## src/rtl/mw_pipe_stage.sv

```systemverilog
`default_nettype none
// mw_pipe_stage: MEM->WB pipeline register with valid/ready handshake, optional 2-entry skid, flush.
// Revision 1.0 - initial release
module mw_pipe_stage #(
   parameter int DATA_W     = 32,
   parameter int RN_W       = 5,
   parameter bit SKID_EN    = 1'b1,
   parameter bit ZERO_GUARD = 1'b1
) (
   input  logic              clk,
   input  logic              rst_n,
   input  logic              flush,
   input  logic              in_valid,
   output logic              in_ready,
   input  logic              in_m2reg,
   input  logic              in_wreg,
   input  logic [DATA_W-1:0] in_mo,
   input  logic [DATA_W-1:0] in_alu,
   input  logic [RN_W-1:0]   in_rn,
   output logic              out_valid,
   input  logic              out_ready,
   output logic              out_m2reg,
   output logic              out_wreg,
   output logic [DATA_W-1:0] out_mo,
   output logic [DATA_W-1:0] out_alu,
   output logic [RN_W-1:0]   out_rn,
   output logic [DATA_W-1:0] out_wdata,
   output logic [1:0]        occupancy
);

   // Payload layout: {m2reg, wreg, mo, alu, rn, wdata}
   localparam int PL_W = 2 + 3 * DATA_W + RN_W;

   typedef enum logic [1:0] {
      ST_EMPTY = 2'd0,
      ST_ONE   = 2'd1,
      ST_TWO   = 2'd2
   } state_t;

   state_t            r_state;
   state_t            w_state_nxt;
   logic [PL_W-1:0]   r_head;
   logic [PL_W-1:0]   r_skid;
   logic [PL_W-1:0]   w_in_pl;
   logic [DATA_W-1:0] w_in_wdata;
   logic              w_in_ready;
   logic              w_accept;
   logic              w_retire;
   logic              w_ld_head_in;
   logic              w_ld_head_skid;
   logic              w_ld_skid;
   logic              w_head_wreg;

   // Writeback select is resolved at capture so the output side is a plain flop.
   assign w_in_wdata = in_m2reg ? in_mo : in_alu;
   assign w_in_pl    = {in_m2reg, in_wreg, in_mo, in_alu, in_rn, w_in_wdata};

   assign out_valid = (r_state != ST_EMPTY);
   assign w_accept  = in_valid & w_in_ready;
   assign w_retire  = out_valid & out_ready;

   always_comb begin
      w_state_nxt    = r_state;
      w_ld_head_in   = 1'b0;
      w_ld_head_skid = 1'b0;
      w_ld_skid      = 1'b0;
      if (flush) begin
         w_state_nxt = ST_EMPTY;
      end else begin
         case (r_state)
            ST_EMPTY: begin
               if (w_accept) begin
                  w_state_nxt  = ST_ONE;
                  w_ld_head_in = 1'b1;
               end
            end
            ST_ONE: begin
               if (w_accept && w_retire) begin
                  w_ld_head_in = 1'b1;
               end else if (w_accept) begin
                  if (SKID_EN) begin
                     w_state_nxt = ST_TWO;
                     w_ld_skid   = 1'b1;
                  end
               end else if (w_retire) begin
                  w_state_nxt = ST_EMPTY;
               end
            end
            ST_TWO: begin
               if (w_retire) begin
                  w_state_nxt    = ST_ONE;
                  w_ld_head_skid = 1'b1;
               end
            end
            default: begin
               w_state_nxt = ST_EMPTY;
            end
         endcase
      end
   end

   always_ff @(posedge clk or negedge rst_n) begin
      if (!rst_n) begin
         r_state <= ST_EMPTY;
      end else begin
         r_state <= w_state_nxt;
      end
   end

   always_ff @(posedge clk or negedge rst_n) begin
      if (!rst_n) begin
         r_head <= '0;
      end else if (w_ld_head_in) begin
         r_head <= w_in_pl;
      end else if (w_ld_head_skid) begin
         r_head <= r_skid;
      end
   end

   // Never loaded when the skid is disabled, so it folds away to constant zero.
   always_ff @(posedge clk or negedge rst_n) begin
      if (!rst_n) begin
         r_skid <= '0;
      end else if (w_ld_skid) begin
         r_skid <= w_in_pl;
      end
   end

   generate
      if (SKID_EN) begin : g_skid_ready
         logic r_in_ready;

         // Registered so ready never depends on same-cycle out_ready.
         always_ff @(posedge clk or negedge rst_n) begin
            if (!rst_n) begin
               r_in_ready <= 1'b1;
            end else begin
               r_in_ready <= (w_state_nxt != ST_TWO);
            end
         end

         assign w_in_ready = r_in_ready;
      end else begin : g_comb_ready
         assign w_in_ready = ~out_valid | out_ready;
      end
   endgenerate

   assign in_ready = w_in_ready;

   assign {out_m2reg, w_head_wreg, out_mo, out_alu, out_rn, out_wdata} = r_head;

   assign out_wreg  = out_valid & w_head_wreg & ~(ZERO_GUARD & (out_rn == '0));
   assign occupancy = r_state;

endmodule
`default_nettype wire
```

## config.mk

```make
export PLATFORM = sky130hd
export DESIGN_NAME = mw_pipe_stage
export DESIGN_NICKNAME = d
export VERILOG_FILES = /design/src/rtl/mw_pipe_stage.sv
export SDC_FILE = /design/constraint.sdc
export NUM_CORES = 1
export LEC_CHECK = 0
export CAP_MARGIN = 20
export CELL_PAD_IN_SITES_DETAIL_PLACEMENT = 0
export CELL_PAD_IN_SITES_GLOBAL_PLACEMENT = 1
export CORE_UTILIZATION = 42
export CTS_BUF_LIST = sky130_fd_sc_hd__clkbuf_4
export DETAILED_ROUTE_END_ITERATION = 7
export GPL_TIMING_DRIVEN = 0
export PLACE_DENSITY = 0.81
export SYNTH_ARGS = -nofsm -noshare
export SYNTH_HDL_FRONTEND = slang
export SYNTH_SLANG_ARGS = --single-unit
```

## constraint.sdc

```tcl
create_clock -name clk -period 1.9 [get_ports clk]
set_clock_uncertainty 0.15 [all_clocks]
set_input_delay 0.38 -clock clk [delete_from_list [all_inputs] [get_ports clk]]
set_output_delay 0.38 -clock clk [all_outputs]
set_load 0.03 [all_outputs]
```

# ---- After elaboration in Yosys (flattened, before gate mapping)
# Index checks and enable logic that the tools add are counted.
# W data, S select, Z words.
dict set report op_classes {
  n_eq_ne 3
  reduce_logical 5
  n_mux 20
  n_bitwise 5
}
# cell count
set ops {}
lappend ops {{$mux W103} 2}
lappend ops {{$mux W32} 1}
lappend ops {{$mux W2} 6}
lappend ops {{$mux W1} 9}
lappend ops {{$pmux W2 S3} 1}
lappend ops {{$logic_not A5 Y1} 1}
lappend ops {{$and A1 B1 Y1} 4}
lappend ops {{$reduce_bool A2 Y1} 2}
lappend ops {{$eq A2 B1 Y1 const B} 1}
lappend ops {{$eq A2 B2 Y1 const B} 1}
lappend ops {{$logic_not A2 Y1} 1}
lappend ops {{$ne A2 B2 Y1 const B} 1}
lappend ops {{$pmux W1 S2} 1}
lappend ops {{$logic_and A1 B1 Y1} 1}
lappend ops {{$not A1 Y1} 1}
dict set report word_totals {
  inputBits 76
  register_bits 209
  wordCells 37
}

# ---- Longest topological paths before layout
# Gate-level depths: netlist of run 1.
dict set report logic_depth {
  word_depth 8
  mapped_depth 7
  mapped_depth_nobuf 4
}

# ---- Worst setup path before layout of run 1
# No wires, ideal clock.
dict set report synth_path {
  path_kind {register to register}
  from {register g_skid_ready.r_in_ready (netlist: in_ready)}
  to {register r_head[33]}
  setup_time_ps 65
  path_slack_ps 64
  n_path_buf 3
  t_arrival_ps 1621
  required_ps 1685
  synth_period_minus_slack_ps 1836
  stages_incl_launch_ff 8
  cell_sequence {dfstp_2 -> and2_0 -> buf_2 -> and3_1 -> buf_2 -> buf_2 -> a22oi_1 -> nand2_1}
}
dict set report synth_between {
  elab_chain_cells 6
}
# element line
set synth_lines {}
lappend synth_lines {{start, declared} 131} ;# logic r_in_ready;
lappend synth_lines {{start signal, assigned} 138} ;# r_in_ready <= (w_state_nxt != ST_TWO);
lappend synth_lines {{$and A1 B1 Y1 (*)} 59} ;# assign w_accept = in_valid & w_in_ready;
lappend synth_lines {{$logic_and A1 B1 Y1} 78} ;# if (w_accept && w_retire) begin
lappend synth_lines {{$mux W1} 78}
lappend synth_lines {{$pmux W1 S2 (*)} 70} ;# case (r_state)
lappend synth_lines {{$mux W1 (*)} 67} ;# if (flush) begin
lappend synth_lines {{$mux W103 or $reduce_bool A2 Y1 (tied branches)} --}
lappend synth_lines {{end signal, assigned} 114} ;# r_head <= w_in_pl;
lappend synth_lines {{end signal, assigned} 116} ;# r_head <= r_skid;
lappend synth_lines {{end, declared} 42} ;# logic [PL_W-1:0] r_head;
# Every way passes the cells marked *; elsewhere a longest branch is shown, timed or not.
# A chain may end at the register's enable or synchronous reset.

# ---- Worst setup path in the final report of run 1
dict set report layout_path {
  from {register r_head[32]}
  to {output port out_wreg}
}
dict set report layout_between {
  elab_chain_cells 3
}
# element line
set layout_lines {}
lappend layout_lines {{$logic_not A5 Y1} 152} ;# assign out_wreg = out_valid & w_head_wreg & ~(ZERO_GUARD & (out_rn == '0));
lappend layout_lines {{$not A1 Y1} 152}
lappend layout_lines {{$and A1 B1 Y1} 152}
lappend layout_lines {{end, declared} 23} ;# output logic out_wreg,
# No other way between the ends.

==> impl_metrics.yaml, run 1 <==
yosys:
  ys_warn_count: 0
  syn_nets: 907
  synth-seq-area-share_pct: 55.76
  synthesis.instances: 831
  ys_ff_latch: 209
  synth_area_per_cell_um2: 11.29
  yosysUniqueCellTypes: 36
  syn_area_um2: 9381
worst_setup_path:
  cp.arrival_ns: 1.94
  r2r_slack_ns: -0.22
  path_buf_inv: 1
  path_cells: "or4_4, o211a_1, buf_6"
  required_ns: 1.37
  r2r-end: "r_head[0]"
  ff2ff_path_depth: 8
  critPathKind: "flop to output port"
  cp_max_fo: 2
  slowest_delay_ns: 0.54
  rr_startpoint: "occupancy[0]"
  worstSetupEndpointType: "output port"
  critPathLaunchType: "flop"
  critPathSlowestCell: "or4_4"
  critPathTopFamily: "simple AND/OR/NAND/NOR gates"
clocking:
  cts_buffer_depth: 3
  clk_pin_slew_ns: 0.07
  worst_skew_pair.late_latency_ns: 0.67
  cts-root-buf: "clkbuf_4"
  cts_made_buffers: 55
  h-tree-depth: 2
  cts_tree: "done"
  clock-sinks: 209
drt:
  wire_per_inst_um: 20.55
  drt-vias-per-instance: 5.216
  detail-route-antenna-nets: 0
  route.vias.total: 7798
  first_iter_violations: 464
  drc: 0
  drt-total-wl_um: 30720
  drtPass1Iterations: 5
timing:
  maxSlewHeadroom_pct: 51.46
  finalHoldViolations: 0
  setup_viol: 164
  holdWs_ns: 0.06289
  fin_crit_sh_pct: 130.0
  max_freq_mhz: 404.8
  worstMarginPinSlew_ns: 0.7281
  rsz0062_at_grt: "yes"
  min_period_ns: 2.470
  setup_slack_ns: -0.5701
  drv_slew: 0
hold_path:
  min_from: "in_m2reg"
  min_to: "r_skid[2]"
  hold_depth: 3
  hp-class: "input port to flop"
grt:
  grt_pass1_vias: 7309
  antenna_found_initial: 1
  grt_pass1_wl_um: 41140
  grtUsageMet1_pct: 33.69
  grt_max_degree: 119
  grt_overflow_total: 0
  top_usage_layer: "met2"
  gr-usage-met3_pct: 4.281
  met2_usage_pct: 38.33
  grt_use_total_pct: 24.23
die:
  rows: 54
  io_pins: 183
  die_h_um: 151.5
  die_w_um: 151.5
  dieArea_um2: 22940
  start_util_pct: 42.86
  core_area_um2: 21890
pwr:
  p_leak_uw: 0.007339
  power_density_nw_per_um2: 1043
  peakVddDrop_uv: 503.8
  power_uw: 15580
run:
  max-cap-violations: 0
placement:
  place.gp.congestion: 0.7697
  dp.cells: 1293
  io_buffers: 181
  place_hpwl_um: 17290
status:
  violations: "negative setup slack"
  outcome: "finished, violations left"
final_layout:
  drive_above_1_share_pct: 53.50
  nFillCells: 1686
  nets: 1252
  final_cells: 1495
  area_delta_synth_final_pct: 59.24
-- layer usage --
layer | part of all wire, % | routed length [µm]
met5 | 0 | 0
met3 | 5.8 | 1779
met2 | 49 | 14930
met4 | 1.6 | 505
met1 | 44 | 13510
-- worst register-to-register path: stages, from the launching register on --
cell and delay [ns]:
dfrtp_2 0.42, buf_6 0.12, buf_6 0.12, nor4bb_4 0.30
buf_6 0.16, a31oi_4 0.08, buf_12 0.23, buf_6 0.11
a221o_1 0.32
-- power by group --
part           switching [µW]  internal (µW)  leakage [µW]  total, µW
Sequential                764           5540       0.00255       6300
Combinational            2350           3040       0.00437       5380
Clock                    1840           2050      0.000422       3890
-- cell usage in the layout (no fill, tap or decap), types with 2 or more instances in the layout --
master / synthesis / layout
clkdlybuf4s50_1: 0 / 73
a21oi_1: 3 / 3
o21ai_1: 8 / 26
a22oi_2: 0 / 28
inv_2: 0 / 3
clkinv_1: 0 / 3
dfrtp_2: 0 / 2
nor2_2: 0 / 9
buf_16: 0 / 3
mux2i_1: 37 / 37
buf_12: 0 / 27
o22ai_1: 26 / 23
dfrtp_1: 208 / 206
nand2_2: 0 / 34
buf_6: 7 / 146
mux2_4: 0 / 71
buf_2: 30 / 6
o221a_4: 0 / 3
nor2_4: 1 / 8
nor2b_1: 3 / 3
diode_2: 0 / 2
clkbuf_2: 0 / 2
nand2_4: 0 / 10
nand2_1: 123 / 79
clkbuf_4: 0 / 93
buf_4: 103 / 152
o21ai_2: 0 / 9
o22ai_2: 0 / 3
nor2_1: 80 / 64
nand3_4: 0 / 3
buf_8: 0 / 6
clkbuf_16: 0 / 18
a211oi_2: 0 / 2
a221o_1: 26 / 26
a22oi_1: 42 / 14
-- state kept, by name, indices dropped and copies added, names as in the netlist --
signal and count:
r_skid 103, occupancy 2, r_head 103, in_ready 1
-- synth_stat cells --
master | number | share of area, %
o211a_1 | 1 | 0.11
o21ai_1 | 8 | 0.43
mux2_2 | 71 | 8.5
a22oi_1 | 42 | 3.4
dfstp_2 | 1 | 0.28
o21ai_0 | 27 | 1.4
a21oi_1 | 3 | 0.16
o21a_1 | 1 | 0.080
a211oi_1 | 3 | 0.24
a221o_1 | 26 | 2.8
or2_2 | 1 | 0.067
clkbuf_1 | 12 | 0.48
buf_4 | 103 | 8.2
nor2_1 | 80 | 3.2
buf_1 | 1 | 0.040
and2_0 | 1 | 0.067
dfrtp_1 | 208 | 55
nand2b_2 | 1 | 0.093
a31o_2 | 1 | 0.093
nor2_4 | 1 | 0.12
inv_1 | 1 | 0.040
and3_1 | 1 | 0.067
a31oi_4 | 1 | 0.23
o22a_1 | 1 | 0.093
mux2i_1 | 37 | 3.9
buf_6 | 7 | 0.84
nor2b_1 | 3 | 0.20
nor4bb_4 | 1 | 0.27
and2b_1 | 1 | 0.080
or4_1 | 1 | 0.080
nand3_2 | 2 | 0.21
o221a_2 | 3 | 0.36
nand2_1 | 123 | 4.9
nand3_1 | 1 | 0.053
o22ai_1 | 26 | 1.7
buf_2 | 30 | 1.6
-- logic make-up after synthesis --
| kind of cell | share of synthesized area (%) |
|---|---|
| simple gates | 9.429 |
| flops | 55.76 |
| compound gates | 11.10 |
| mux | 12.47 |
| buf+inv | 11.24 |
-- area by class of cell --
cell class / count / area [µm²] / area share, %
antenna: 2 / 5.005 / 0.03350
buffer: 127 / 1294 / 8.660
clock buffer: 87 / 653.1 / 4.372
clock inverter: 7 / 27.53 / 0.1843
inverter: 1 / 3.754 / 0.02513
multi-input combinational: 469 / 3891 / 26.05
sequential: 209 / 5234 / 35.03
tap: 280 / 350.3 / 2.345
timing repair buffer: 313 / 3481 / 23.30
-- how the worst max path moves through the flow --
stage                     from  depth (start not counted)         end
global route        r_head[32]                          3    out_wreg
finish              r_head[32]                          3    out_wreg
floorplan             in_ready                          7  r_head[33]
detailed placement   out_ready                          6  r_head[19]
CTS                 r_head[32]                          3    out_wreg
global placement         rst_n                          1  r_head[68]
-- what timing repair did --
action	4_1_cts	5_1_grt
pin swaps	5	76
hold buffers	1	0
endpoints found under the hold margin	90	0
setup endpoints to repair	307	283
resized for setup	800	391
buffers inserted	48	62
cloned	8	19
-- per-stage QoR --
step	setup TNS [ns]	utilization, %	area (µm²)	setup WS [ns]
6_report	-12.13	68.24	14940	-0.5701
5_1_grt	-20.85	68.24	14940	-0.6364
4_1_cts	-6.229	59.68	13060	-0.6161
3_5_place_dp	-110.99	52.88	11580	-0.6461
3_3_place_gp	-1933.04	52.73	11540	-8.752
2_1_floorplan	0	-	9382	0.06418
No activity file was read; power rests on OpenSTA's default activity.
==> run 2, diff against run 1 <==
--- a/config.mk
+++ b/config.mk
@@ -16,3 +16,4 @@
 export SYNTH_ARGS = -nofsm -noshare
 export SYNTH_HDL_FRONTEND = slang
 export SYNTH_SLANG_ARGS = --single-unit
+export TNS_END_PERCENT = 5
==> run 2 against run 1 <==
Cell area fell by 13%. Critical endpoint unchanged. The flow still finishes with violations (negative setup slack). Sequential power fell by 2%. Core utilization fell by 9.0 points. Highest routed layer unchanged.
==> impl_metrics.yaml, run 2 (synthesis gave the netlist of run 1 again) <==
status:
  outcome: "finished, violations left"
  violations: "negative setup slack"
worst_setup_path:
  startpoint: "r_head[35]"
  cp-endpoint: "out_wreg"
  r2r-end: "r_head[4]"
  critPathLaunchType: "flop"
  critPathKind: "flop to output port"
  path_cells: "or4_4, o211a_1, buf_6"
  r2r_slack_ns: -0.09
  cp_max_fo: 2
  critPathSlowestCell: "or4_4"
  required_ns: 1.37
  ff2ff_path_depth: 7
  cp.arrival_ns: 1.93
  rr_startpoint: "occupancy[0]"
  worstSetupEndpointType: "output port"
  slowest_delay_ns: 0.54
grt:
  grt_max_degree: 119
  grt_use_total_pct: 22.60
  grt_overflow_total: 0
  grt_pass1_wl_um: 38550
  grt_pass1_vias: 6983
  antenna_found_initial: 1
clocking:
  worst_skew_pair.late_latency_ns: 0.66
  cts_buffer_depth: 3
  cts_made_buffers: 55
  clock-sinks: 209
  cts_tree: "done"
  cts-root-buf: "clkbuf_4"
  h-tree-depth: 2
  clk_pin_slew_ns: 0.07
timing:
  maxSlewHeadroom_pct: 51.52
  worstMarginPinSlew_ns: 0.7272
  max_freq_mhz: 406.6
  setup_viol: 9
  fin_tns_setup_ns: -1.627
  setup_slack_ns: -0.5596
  rsz0062_at_grt: "yes"
  finalHoldViolations: 0
  drv_slew: 0
  min_period_ns: 2.460
  fin_crit_sh_pct: 129.5
drt:
  detail-route-antenna-nets: 0
  drtPass1Iterations: 4
  wire_per_inst_um: 18.07
  dr.max_layer_used: "met4"
  wl_met3_um: 1536
  first_iter_violations: 346
  wl_met1_um: 11590
  drc: 0
  route.vias.total: 7101
  drt-total-wl_um: 25530
  route.met2.wl_um: 11970
  drt-vias-per-instance: 5.025
final_layout:
  layout_commonest_cell: "dfrtp_1"
  drive_above_1_share_pct: 40.80
  mostFrequentLayoutCells: "dfrtp_1, buf_6, nand2_1"
  post-route-cell-area_um2: 12970
  area_delta_synth_final_pct: 38.30
  nets: 1169
  nFillCells: 1922
die:
  die_w_um: 151.5
  io_pins: 183
  rows: 54
  die_h_um: 151.5
  dieArea_um2: 22940
  start_util_pct: 42.86
  core_area_um2: 21890
pwr:
  clkPwrFrac_pct: 26.6
  peakVddDrop_uv: 468.6
  power.internal_uw: 9987
  power_uw: 14480
  p_leak_uw: 0.006250
  pwr-share-comb_pct: 31.0
  power_density_nw_per_um2: 1116
  p_sw_uw: 4496
  seqPwrFrac_pct: 42.5
  switching_share_pct: 31.04
placement:
  place_ws_ns: -0.6461
  place_hpwl_um: 17290
  io_buffers: 181
  place_area_um2: 11580
  place.gp.congestion: 0.7697
run:
  max-cap-violations: 0
hold_path:
  hp-class: "input port to flop"
run 2: worst max-delay path, delay by kind of cell, from the launching register on:
family | cells | cell delay, ns
AND/OR/NAND/NOR | 1 | 0.54
flip-flops | 1 | 0.37
buffers and inverters | 1 | 0.14
AO/OA/AOI/OAI | 1 | 0.25
run 2: how the worst min path moves through the flow:
| stage | endpoint | slack [ns] | from | depth (start not counted) |
|---|---|---|---|---|
| after floorplan | occupancy[0] | -0.07 | rst_n | 0 |
| after global placement | r_head[82] | 0.31 | r_head[82] | 2 |
| after detailed placement | r_skid[10] | 0.30 | rst_n | 1 |
| after CTS | r_skid[2] | 0.04 | in_m2reg | 3 |
| after global routing | r_skid[3] | 0.07 | in_m2reg | 3 |
| final | r_skid[2] | 0.11 | in_m2reg | 3 |
run 2: per-layer routing:
metal	GRT usage, %	vias up
li1	-	3342
met5	0	-
met4	7.000	0
met1	30.94	3485
met3	4.611	39
met2	36.00	235
run 2: per-stage QoR:
| step | util (%) | hold slack (ns) | instances |
|---|---|---|---|
| CTS | 56.63 | 0.03903 | 1396 |
| global route | 59.26 | 0.06787 | 1412 |
| detailed placement | 52.88 | 0.2963 | 1293 |
| floorplan | - | -0.06559 | 831 |
| global placement | 52.73 | 0.3092 | 1292 |
| finish | 59.27 | 0.1064 | 1413 |
run 2: layout make-up:
| cell class | count | area [µm²] | share of cell area, % |
|---|---|---|---|
| diodes | 3 | 7.507 | 0.05786 |
| plain buffers | 150 | 1369 | 10.55 |
| clock buffers | 87 | 653.1 | 5.034 |
| clock inverters | 7 | 27.53 | 0.2122 |
| inverters | 1 | 3.754 | 0.02893 |
| multi-input cells | 469 | 3132 | 24.14 |
| flip-flops and latches | 209 | 5234 | 40.34 |
| well taps | 280 | 350.3 | 2.700 |
| repair buffers | 207 | 2198 | 16.94 |
run 2: power by group through the flow:
stage               clock [µW]  sequential (µW)  combinational, µW
floorplan                    0             6030               2670
global placement             0             6160               4020
detailed placement           0             6180               4100
CTS                       3960             6100               4230
global route              4200             6270               4820
finish                    3850             6150               4480
run 2: timing repair:
| action | CTS | global route |
|---|---|---|
| hold endpoints to repair | 90 | 0 |
| pin swaps | 2 | 4 |
| setup buffers | 10 | 13 |
| hold buffers | 1 | 0 |
| cloned | 0 | 3 |
| resized for setup | 286 | 126 |
| endpoints found under the setup margin | 307 | 223 |
==> run 3, diff against run 2 <==
--- a/config.mk
+++ b/config.mk
@@ -5,14 +5,13 @@
 export SDC_FILE = /design/constraint.sdc
 export NUM_CORES = 1
 export LEC_CHECK = 0
-export CAP_MARGIN = 20
 export CELL_PAD_IN_SITES_DETAIL_PLACEMENT = 0
 export CELL_PAD_IN_SITES_GLOBAL_PLACEMENT = 1
-export CORE_UTILIZATION = 42
+export CORE_UTILIZATION = 45
 export CTS_BUF_LIST = sky130_fd_sc_hd__clkbuf_4
 export DETAILED_ROUTE_END_ITERATION = 7
 export GPL_TIMING_DRIVEN = 0
-export PLACE_DENSITY = 0.81
+export PLACE_DENSITY = 0.86
 export SYNTH_ARGS = -nofsm -noshare
 export SYNTH_HDL_FRONTEND = slang
 export SYNTH_SLANG_ARGS = --single-unit
==> constraint.sdc (replaced) <==
create_clock -name clk -period 3.2 [get_ports clk]
set_clock_uncertainty 0.15 [all_clocks]
set_input_delay 0.64 -clock clk [delete_from_list [all_inputs] [get_ports clk]]
set_output_delay 0.64 -clock clk [all_outputs]
set_load 0.03 [all_outputs]
==> run 3 against run 2 <==
The flow now finishes without violations. Global-route usage increased by 1.1 points. Flip-flop and latch count is the same. Clock power fell by 45%. Die area decreased by 6.6%. Via count decreased by 1.7%. Clock-buffer cell count is 12 lower. Critical path type unchanged. Largest power group unchanged.
==> impl_metrics.yaml, run 3 (synthesis gave the netlist of run 1 again) <==
final_layout:
  layout.area.seq_um2: 5231
  layout_commonest_cell: "dfrtp_1"
  final_cells: 1373
  multi_input_area_um2: 3095
  nFillCells: 1808
  area_delta_synth_final_pct: 29.91
  drive_above_1_share_pct: 27.50
  mostFrequentLayoutCells: "dfrtp_1, clkdlybuf4s50_1, nand2_1"
  nets: 1144
grt:
  grt_pass1_vias: 7197
  grt_pass1_wl_um: 38900
  antenna_found_initial: 1
  grt_max_degree: 107
  grt_use_total_pct: 23.70
  grt_overflow_total: 0
drt:
  drc: 0
  drt-total-wl_um: 24730
  first_iter_violations: 337
  drt-vias-per-instance: 5.082
  route.vias.total: 6978
  detail-route-antenna-nets: 0
  wire_per_inst_um: 18.01
  drtPass1Iterations: 5
die:
  dieArea_um2: 21430
  rows: 52
  io_pins: 183
  die_w_um: 146.4
  die_h_um: 146.4
  start_util_pct: 46.07
  core_area_um2: 20360
worst_setup_path:
  cp.arrival_ns: 2.17
  rr_startpoint: "in_ready"
  cp_max_fo: 3
  ff2ff_path_depth: 7
  critPathSlowestCell: "or4_1"
  r2r-end: "r_head[48]"
  worstSetupEndpointType: "output port"
  critPathLaunchType: "flop"
  critPathKind: "flop to output port"
  required_ns: 2.41
  path_cells: "or4_1, o211a_1, dlygate4sd2_1"
  critPathTopFamily: "simple AND/OR/NAND/NOR gates"
  r2r_slack_ns: 0.93
  slowest_delay_ns: 0.56
  path_buf_inv: 1
clocking:
  worst_skew_pair.late_latency_ns: 0.65
  h-tree-depth: 2
  cts_tree: "done"
  clock-sinks: 209
  cts-root-buf: "clkbuf_4"
  cts_made_buffers: 52
  clk_pin_slew_ns: 0.07
  post-cts-setup-buffers: 0
  cts_buffer_depth: 3
placement:
  io_buffers: 181
  place_ws_ns: 0.3748
  place_hpwl_um: 17070
  dp.cells: 1283
  place.gp.congestion: 0.7845
pwr:
  p_leak_uw: 0.005706
  power_density_nw_per_um2: 668.3
  peakVddDrop_uv: 329.0
  power_uw: 8146
timing:
  holdWs_ns: 0.3248
  fin_tns_setup_ns: 0
  min_period_ns: 2.957
  fin_crit_sh_pct: 92.40
  setup_viol: 0
  drv_slew: 0
  max_freq_mhz: 338.2
  worstMarginPinSlew_ns: 0.7718
  setup_slack_ns: 0.2432
  rsz0062_at_grt: "no"
  finalHoldViolations: 0
  maxSlewHeadroom_pct: 48.55
run:
  max-cap-violations: 0
status:
  outcome: "complete, no violations"
hold_path:
  hp-class: "flop to flop"
  min_from: "r_head[79]"
  hold_depth: 2
  min_to: "r_head[79]"
## run 3: how the worst max path moves through the flow
stage                      start          to  slack, ns  cells after the start
global placement           rst_n  r_head[47]      -7.59                      1
CTS                   r_head[32]    out_wreg       0.17                      3
floorplan           occupancy[1]    out_wreg       1.14                      2
detailed placement      in_valid  r_head[48]       0.37                      8
finish                r_head[32]    out_wreg       0.24                      3
global route          r_head[32]    out_wreg       0.11                      3
## run 3: layer usage
layer / wire [µm] / GRT usage [%]
met1: 11180 / 31.99
met2: 11760 / 37.98
met3: 1347 / 5.375
met4: 437 / 7.604
met5: 0 / 0
## run 3: repair_timing
| action | 4_1_cts | 5_1_grt |
|---|---|---|
| endpoints found under the setup margin | 1 | 0 |
| resized for setup | 1 | 0 |
| hold endpoints to repair | 102 | 0 |
| hold buffers | 1 | 0 |
## run 3: area by class of cell
class / count / share of cell area [%]
flip-flops and latches: 209 / 42.92
multi-input cells: 468 / 25.40
repair buffers: 183 / 15.20
plain buffers: 153 / 8.623
clock buffers: 75 / 4.620
well taps: 270 / 2.772
clock inverters: 13 / 0.4106
inverters: 1 / 0.03080
diodes: 1 / 0.02053
## run 3: where the power goes
| group | total (µW) | internal (µW) | switching, µW |
|---|---|---|---|
| registers | 3630 | 3280 | 341 |
| logic | 2410 | 1240 | 1170 |
| clock network | 2110 | 1070 | 1040 |
## run 3: tightest hold or removal path, stage by stage (launching register included)
cell,delay [ns]
dfrtp_1,0.34
nand2_1,0.05
nand2_1,0.05
## run 3: through the flow
| stage | util (%) | instance area (µm²) |
|---|---|---|
| after global routing | 59.85 | 12190 |
| after CTS | 59.84 | 12190 |
| after global placement | 56.62 | 11530 |
| after detailed placement | 56.78 | 11560 |
| after floorplan | - | 9382 |
| final | 59.85 | 12190 |
